File: src/rtl/spi_slave_core.sv
// SPI slave front-end: pin synchronisers, CPOL/CPHA edge decode, RX deserialiser,
// TX serialiser and a per-frame first-clock flag, all in the clk domain.
module spi_slave_core #(
  parameter int DATA_W      = 8,
  parameter int SYNC_STAGES = 2,
  parameter int CPOL        = 0,
  parameter int CPHA        = 0,
  parameter int MSB_FIRST   = 1
) (
  input  logic                      clk,
  input  logic                      rst,
  input  logic                      sck,
  input  logic                      cs_n,
  input  logic                      mosi,
  output logic                      miso,
  output logic                      miso_oe,
  input  logic [DATA_W-1:0]         tx_data,
  output logic                      tx_ack,
  output logic [DATA_W-1:0]         rx_data,
  output logic                      rx_valid,
  output logic                      rx_abort,
  output logic                      first_clk_detected,
  output logic                      busy,
  output logic [$clog2(DATA_W)-1:0] bit_cnt
);

  localparam int CNT_W = $clog2(DATA_W);
  localparam logic [CNT_W-1:0] LAST_BIT = CNT_W'(DATA_W - 1);
  localparam logic SCK_IDLE = (CPOL != 0);

  localparam logic [0:0] IDLE   = 1'b0;
  localparam logic [0:0] ACTIVE = 1'b1;

  logic [SYNC_STAGES-1:0] sck_sync;
  logic [SYNC_STAGES-1:0] cs_sync;
  logic [SYNC_STAGES-1:0] mosi_sync;
  logic                   sck_d;
  logic                   cs_n_d;
  logic                   sck_s;
  logic                   cs_n_s;
  logic                   mosi_s;

  always_ff @(posedge clk or posedge rst) begin
    if (rst) begin
      sck_sync  <= {SYNC_STAGES{SCK_IDLE}};
      cs_sync   <= '1;
      mosi_sync <= '0;
      sck_d     <= SCK_IDLE;
      cs_n_d    <= 1'b1;
    end else begin
      sck_sync  <= {sck_sync[SYNC_STAGES-2:0], sck};
      cs_sync   <= {cs_sync[SYNC_STAGES-2:0], cs_n};
      mosi_sync <= {mosi_sync[SYNC_STAGES-2:0], mosi};
      sck_d     <= sck_s;
      cs_n_d    <= cs_n_s;
    end
  end

  assign sck_s  = sck_sync[SYNC_STAGES-1];
  assign cs_n_s = cs_sync[SYNC_STAGES-1];
  assign mosi_s = mosi_sync[SYNC_STAGES-1];

  logic lead_edge;
  logic trail_edge;
  logic cs_fall;
  logic cs_rise;
  logic sample_edge;
  logic shift_edge;

  assign lead_edge   = (sck_d == SCK_IDLE) && (sck_s != SCK_IDLE);
  assign trail_edge  = (sck_d != SCK_IDLE) && (sck_s == SCK_IDLE);
  assign cs_fall     = cs_n_d & ~cs_n_s;
  assign cs_rise     = ~cs_n_d & cs_n_s;
  assign sample_edge = (CPHA == 0) ? lead_edge : trail_edge;
  assign shift_edge  = (CPHA == 0) ? trail_edge : lead_edge;

  logic [0:0]        state;
  logic [DATA_W-1:0] rx_sh;
  logic [DATA_W-1:0] tx_sh;
  logic [DATA_W-1:0] rx_next;
  logic [DATA_W-1:0] tx_next;
  logic [CNT_W-1:0]  cnt_next;
  logic              word_done;
  logic              tx_hold;

  always_comb begin
    rx_next = '0;
    tx_next = '0;
    if (MSB_FIRST != 0) begin
      rx_next = {rx_sh[DATA_W-2:0], mosi_s};
      tx_next = {tx_sh[DATA_W-2:0], 1'b0};
    end else begin
      rx_next = {mosi_s, rx_sh[DATA_W-1:1]};
      tx_next = {1'b0, tx_sh[DATA_W-1:1]};
    end
    word_done = sample_edge && (bit_cnt == LAST_BIT);
    if (word_done) begin
      cnt_next = '0;
    end else if (sample_edge) begin
      cnt_next = bit_cnt + 1'b1;
    end else begin
      cnt_next = bit_cnt;
    end
  end

  assign miso = miso_oe & ((MSB_FIRST != 0) ? tx_sh[DATA_W-1] : tx_sh[0]);
  assign busy = (state == ACTIVE);

  // Handshake: tx_ack, rx_valid and rx_abort are one-cycle strobes with no
  // back-pressure; tx_data is captured on the tx_ack cycle and rx_data is
  // valid from the rx_valid cycle until the next completed word.
  // tx_hold suppresses the first shift edge after a load so bit 0 of the new
  // word stays on miso until the master has sampled it.
  always_ff @(posedge clk or posedge rst) begin
    if (rst) begin
      state              <= IDLE;
      bit_cnt            <= '0;
      rx_sh              <= '0;
      tx_sh              <= '0;
      rx_data            <= '0;
      rx_valid           <= 1'b0;
      rx_abort           <= 1'b0;
      tx_ack             <= 1'b0;
      miso_oe            <= 1'b0;
      first_clk_detected <= 1'b0;
      tx_hold            <= 1'b0;
    end else begin
      rx_valid <= 1'b0;
      tx_ack   <= 1'b0;
      rx_abort <= 1'b0;
      case (state)
        IDLE: begin
          if (cs_fall) begin
            state              <= ACTIVE;
            bit_cnt            <= '0;
            rx_sh              <= '0;
            tx_sh              <= tx_data;
            tx_ack             <= 1'b1;
            first_clk_detected <= 1'b0;
            miso_oe            <= 1'b1;
            tx_hold            <= (CPHA != 0);
          end
        end
        ACTIVE: begin
          if (lead_edge) begin
            first_clk_detected <= 1'b1;
          end
          if (sample_edge) begin
            rx_sh   <= rx_next;
            bit_cnt <= cnt_next;
            if (word_done) begin
              rx_data  <= rx_next;
              rx_valid <= 1'b1;
              tx_sh    <= tx_data;
              tx_ack   <= 1'b1;
              tx_hold  <= 1'b1;
            end
          end else if (shift_edge) begin
            if (tx_hold) begin
              tx_hold <= 1'b0;
            end else begin
              tx_sh <= tx_next;
            end
          end
          // A sample on the same cycle as CS release is folded in first.
          if (cs_rise) begin
            state    <= IDLE;
            miso_oe  <= 1'b0;
            bit_cnt  <= '0;
            rx_abort <= (cnt_next != '0);
          end
        end
        default: state <= IDLE;
      endcase
    end
  end

endmodule

File: config.mk
export PLATFORM = sky130hd
export DESIGN_NAME = spi_slave_core
export DESIGN_NICKNAME = d
export VERILOG_FILES = /design/src/rtl/spi_slave_core.sv
export SDC_FILE = /design/constraint.sdc
export NUM_CORES = 1
export LEC_CHECK = 0
export BUFFER_PORTS_ARGS = -buffer_cell sky130_fd_sc_hd__buf_4
export CELL_PAD_IN_SITES_DETAIL_PLACEMENT = 1
export CELL_PAD_IN_SITES_GLOBAL_PLACEMENT = 2
export CORE_MARGIN = 2
export CORE_UTILIZATION = 33
export CTS_CLUSTER_SIZE = 24
export DETAILED_ROUTE_END_ITERATION = 16
export PLACE_DENSITY_LB_ADDON = 0.3
export SLEW_MARGIN = 20
export SYNTH_ARGS = -nofsm -noshare
export SYNTH_HDL_FRONTEND = slang
export SYNTH_SLANG_ARGS = --single-unit
export TNS_END_PERCENT = 20
File: constraint.sdc
create_clock -name clk -period 1.7 [get_ports clk]
set_input_delay 0.255 -clock clk [delete_from_list [all_inputs] [get_ports clk]]
set_output_delay 0.255 -clock clk [all_outputs]
set_load 0.01 [all_outputs]
Word-level counts from Yosys, hierarchy flattened
Index checks and enable logic that the tools add are counted.
- register bits after elaboration: 41
- input port bits: 13
- output and inout bits: 18
- word-level logic and storage cells: 77
- add/subtract/negate cells: 1
- equality and inequality tests: 8
- muxes and demuxes: 34
- bitwise operators: 8
- reduce and logical (&&, ||, !) cells: 10
- operator list (operator ; count):
    2-to-1 mux 8 bit ; 5
    one-hot mux 8 bit (2 select lines) ; 1
    2-to-1 mux 3 bit ; 5
    2-to-1 mux 1 bit ; 14
    2-to-1 mux 7 bit ; 2
    one-hot mux 7 bit (2 select lines) ; 1
    one-hot mux 1 bit (2 select lines) ; 5
    inequality test 3 bit, second input constant ; 3
    inequality test 2 bit, second input constant ; 3
    one-hot mux 3 bit (2 select lines) ; 1
    AND reduction 2 bit ; 3
    AND reduction 3 bit ; 2
    NOT 1 bit ; 5
    AND reduction 4 bit ; 1
    adder 3 x 1 -> 3 bit, second input constant ; 1
    bitwise AND 1 bit ; 3
    equality test 3 bit, second input constant ; 1
    logical AND 1 bit ; 3
    inequality test 3 x 2 -> 1 bit, second input constant ; 1
    nonzero test 3 bit ; 1

Depth between registers and ports, before layout
- word-level depth: 7
- gate-level depth with buffers: 6
- depth with buffers taken out: 6

Worst setup path before layout
Ideal clock, no wire load.
- kind: register to register
- start point: register bit_cnt[0]
- end point: register tx_sh[3]
- library setup time: 118 ps
- arrival: 1638 ps
- required time: 1582 ps
- setup slack: -57 ps
- stages on the path, launching flop included: 7
- path buffers: 1
- period minus slack after synthesis: 1757 ps
- cell sequence: dfrtp_1 > ha_1 > ha_1 > a211o_1 > nor2b_4 > buf_6 > o2bb2a_4
- cells in the longest elaborated chain, start to end: 4
- RTL lines (item ; RTL line ; text):
    from (decl) ; 24 ; output logic [$clog2(DATA_W)-1:0] bit_cnt
    from (signal assigned) ; 150 ; bit_cnt <= cnt_next;
    equality test 3 bit ; 96 ; word_done = sample_edge && (bit_cnt == LAST_BIT);
    logical AND 1 bit ; 96 ;
    inequality test 3 x 2 -> 1 bit (no line) ; n/a ;
    AND reduction 4 bit (no line) ; n/a ;
    to (signal assigned) ; 137 ; tx_sh <= tx_data;
    to (signal assigned) ; 154 ; tx_sh <= tx_data;
    to (signal assigned) ; 162 ; tx_sh <= tx_next;
    to (decl) ; 79 ; logic [DATA_W-1:0] tx_sh;
No other way between the ends.
A chain may end at the register's enable or synchronous reset.

Worst setup path after layout
Ends and elaborated chain as after synthesis.

==> results.txt <==
Post-synthesis sequential area ratio: 0.602
Power Dens Cells: 1120 nW/um2
Pin count of the biggest net entering global routing: 42
Buffers & Inverters on Critical Path: 0
Worst hold path class: primary input to flip-flop
Placed insts: 237
Share of cells above drive strength 1: 0.371
VDD IR max: 441 uV
Synth area leaders: dfrtp_1 (56%), mux2_4 (6.1%), dfstp_2 (4.6%), a22o_1 (3.6%), buf_6 (3.3%)
Sw power: 0.000641 W
Avg Cell Area, Syn: 12.9 um2
Port Buffer Count: 30
Layout area overhead: 26.9%
Syn Nets: 148
Primary FF master, synth: dfrtp_1
Drt pass-1 iters: 4
Post-synthesis cell area: 1710 um2
CP max stage cell: dfrtp_2
Fin. Hold Viols: 0
Skew final: 4.04 ps
Worst reg-to-reg setup slack: 40 ps
Run status: completed
Area of the multi-input gates: 617 um2
Post-Syn Instances: 133
Switch share: 0.263
Die area: 5780 um2
Deepest clock path buffer count: 2
CP Class: flip-flop to flip-flop
Die Span X: 76.0 um
Die Height: 76.0 um
Tcrit/Tclk final: 0.977
CTS tree: built
Clk root buf: clkbuf_8
Share of the synthesized area in the top cell type: 0.556
Antenna diodes: 0
Required time of the worst setup path: 1890 ps
CP arrival: 1850 ps
Register bit total from synthesis: 41
Post-Layout Inst Area: 2170 um2
CP delay by family, top: compound AO/OA/AOI/OAI gates
Core Util, Final: 0.431
Top cells by count, synth: dfrtp_1 (38), nor2_1 (9), o22ai_1 (8)
Residual DRC: 0
GRT Residual Overflow: 0
Initial antenna violation count: 0
Post-layout net count: 189
Relative slew slack: 0.654
Io pins: 31
CTS Buf Count: 5
ANT nets after route: 0
Vias in the first global route: 1,355
Worst path max stage delay: 410 ps
Ys Warns: 0
Clk pwr share: 0.339
Skew-Pair Late Insertion Delay: 290 ps
Async S/R FF share, synth: 1.00
H-tree levels: 2
Iter 0 DRT Violations: 65
Post-Route WL: 3870 um
Post-DP HPWL: 2730 um
Slew @ Worst Pin: 519 ps
Max cap viols: 0
GRT Total Usage: 0.150
CTS clk-pin slew, worst paths: 80 ps
Min Tclk post-route: 1660 ps
Filler cells: 552
RSZ-0062 raised after global routing: true
CTS Sinks: 41
Core ar.: 5040 um2
M1 GR Usage: 0.182
Finished Layout Cells: 245
CP Launch Type: flip-flop
FP Rows: 26
Most used routing layer in global routing: met2
EDFF count, synth: 0
Seq pwr share: 0.480
Area post-placement: 2040 um2
Max-slew violations: 0
Worst-path fanout max: 8
Highest clock rate: 0.602 GHz
Int Power: 0.00180 W
Min Hold Slack: 61.0 ps
Starting density of the core: 0.339
Average routed wire per standard cell: 15.8 um
Most frequent cell after synthesis: dfrtp_1
Setup violations, final: 0
Combinational power share: 0.180
Cell variety after synth: 32
Area leader, netlist: dfrtp_1
Leakage power: 1.07 nW
Met2 GRT Util: 0.259
Placer congestion estimate: 0.849
First-pass GRT wire length: 6870 um
CP Cell Sequence: ha_1, ha_2, a211o_1, nor2b_4, o2bb2a_4
Vias/cell: 4.94
FF+latch area: 1030 um2
DR vias: 1,211
Crit. End Element: flip-flop
GR Util met3: 0.0391
power groups by stage:
stage	clock network, W	logic [W]	registers, W
global placement	0	0.000420	0.00118
detailed placement	0	0.000436	0.00119
CTS	0.000850	0.000442	0.00117
global route	0.000900	0.000490	0.00119
floorplan	0	0.000264	0.00118
finish	0.000827	0.000440	0.00117
cell type report:
cell class / count / share of cell area
timing repair buffer: 39 / 0.135
clock buffer: 6 / 0.0380
sequential: 41 / 0.475
multi-input combinational: 81 / 0.284
tap: 70 / 0.0403
inverter: 6 / 0.0104
clock inverter: 2 / 0.0173
cell usage in the layout (no fill, tap or decap), drive strengths merged, types with 3 or more instances in the layout:
cell     count
o21ai        8
nor2b        3
nand2b       3
dfrtp       38
clkbuf       6
nor2         9
dfstp        3
a21oi        5
mux2         8
buf         39
inv          6
a2bb2oi      6
o22ai        8
nand2        7
a22o         7
final timing paths:
| kind | startpoint | endpoint | cells past startpoint |
|---|---|---|---|
| setup reg to reg | bit_cnt[0] | tx_sh[3] | 5 |
| max in group asynchronous | rst | bit_cnt[0] | 3 |
| setup / recovery | bit_cnt[0] | tx_sh[3] | 5 |
| min in group asynchronous | rst | tx_sh[4] | 3 |
| hold reg to reg | mosi_sync[0] | mosi_sync[1] | 0 |
| hold / removal | sck | sck_sync[0] | 1 |
registers in the layout, summed over array words and instances, names as in the netlist, 2 cells and up:
name and flops:
tx_sh 8, bit_cnt 3, cs_sync 2, sck_sync 2, rx_sh 7, rx_data 8
mosi_sync 2
layer usage:
layer  up-vias  routed length [um]
met2        30                1970
met4         0                  70
met1       615                1680
met5         -                   0
met3         9                 157
li1        557                   -
stage by stage:
stage | power, W | setup TNS [ps] | setup slack (ps)
final | 0.00244 | 0 | 38.7
after detailed placement | 0.00163 | 0 | 48.3
after floorplan | 0.00145 | 0 | 10.1
after CTS | 0.00246 | 0 | 29.7
after global routing | 0.00258 | -9.83 | -7.63
after global placement | 0.00160 | 0 | 127
logic make-up after synthesis:
kind of cell               after synthesis  share of synthesized area
adders and majority gates                2                     0.0146
buffers and inverters                   11                     0.0461
AOI/OAI and AO/OA                       39                      0.167
muxes                                    8                     0.0680
and+or+nand+nor                         32                      0.102
DFF                                     41                      0.602
timing repair:
item	CTS	global route
resized for setup	0	2
setup endpoints to repair	0	6
hold buffers	0	0
buffers inserted	0	0
No activity file was read; power rests on OpenSTA's default activity.
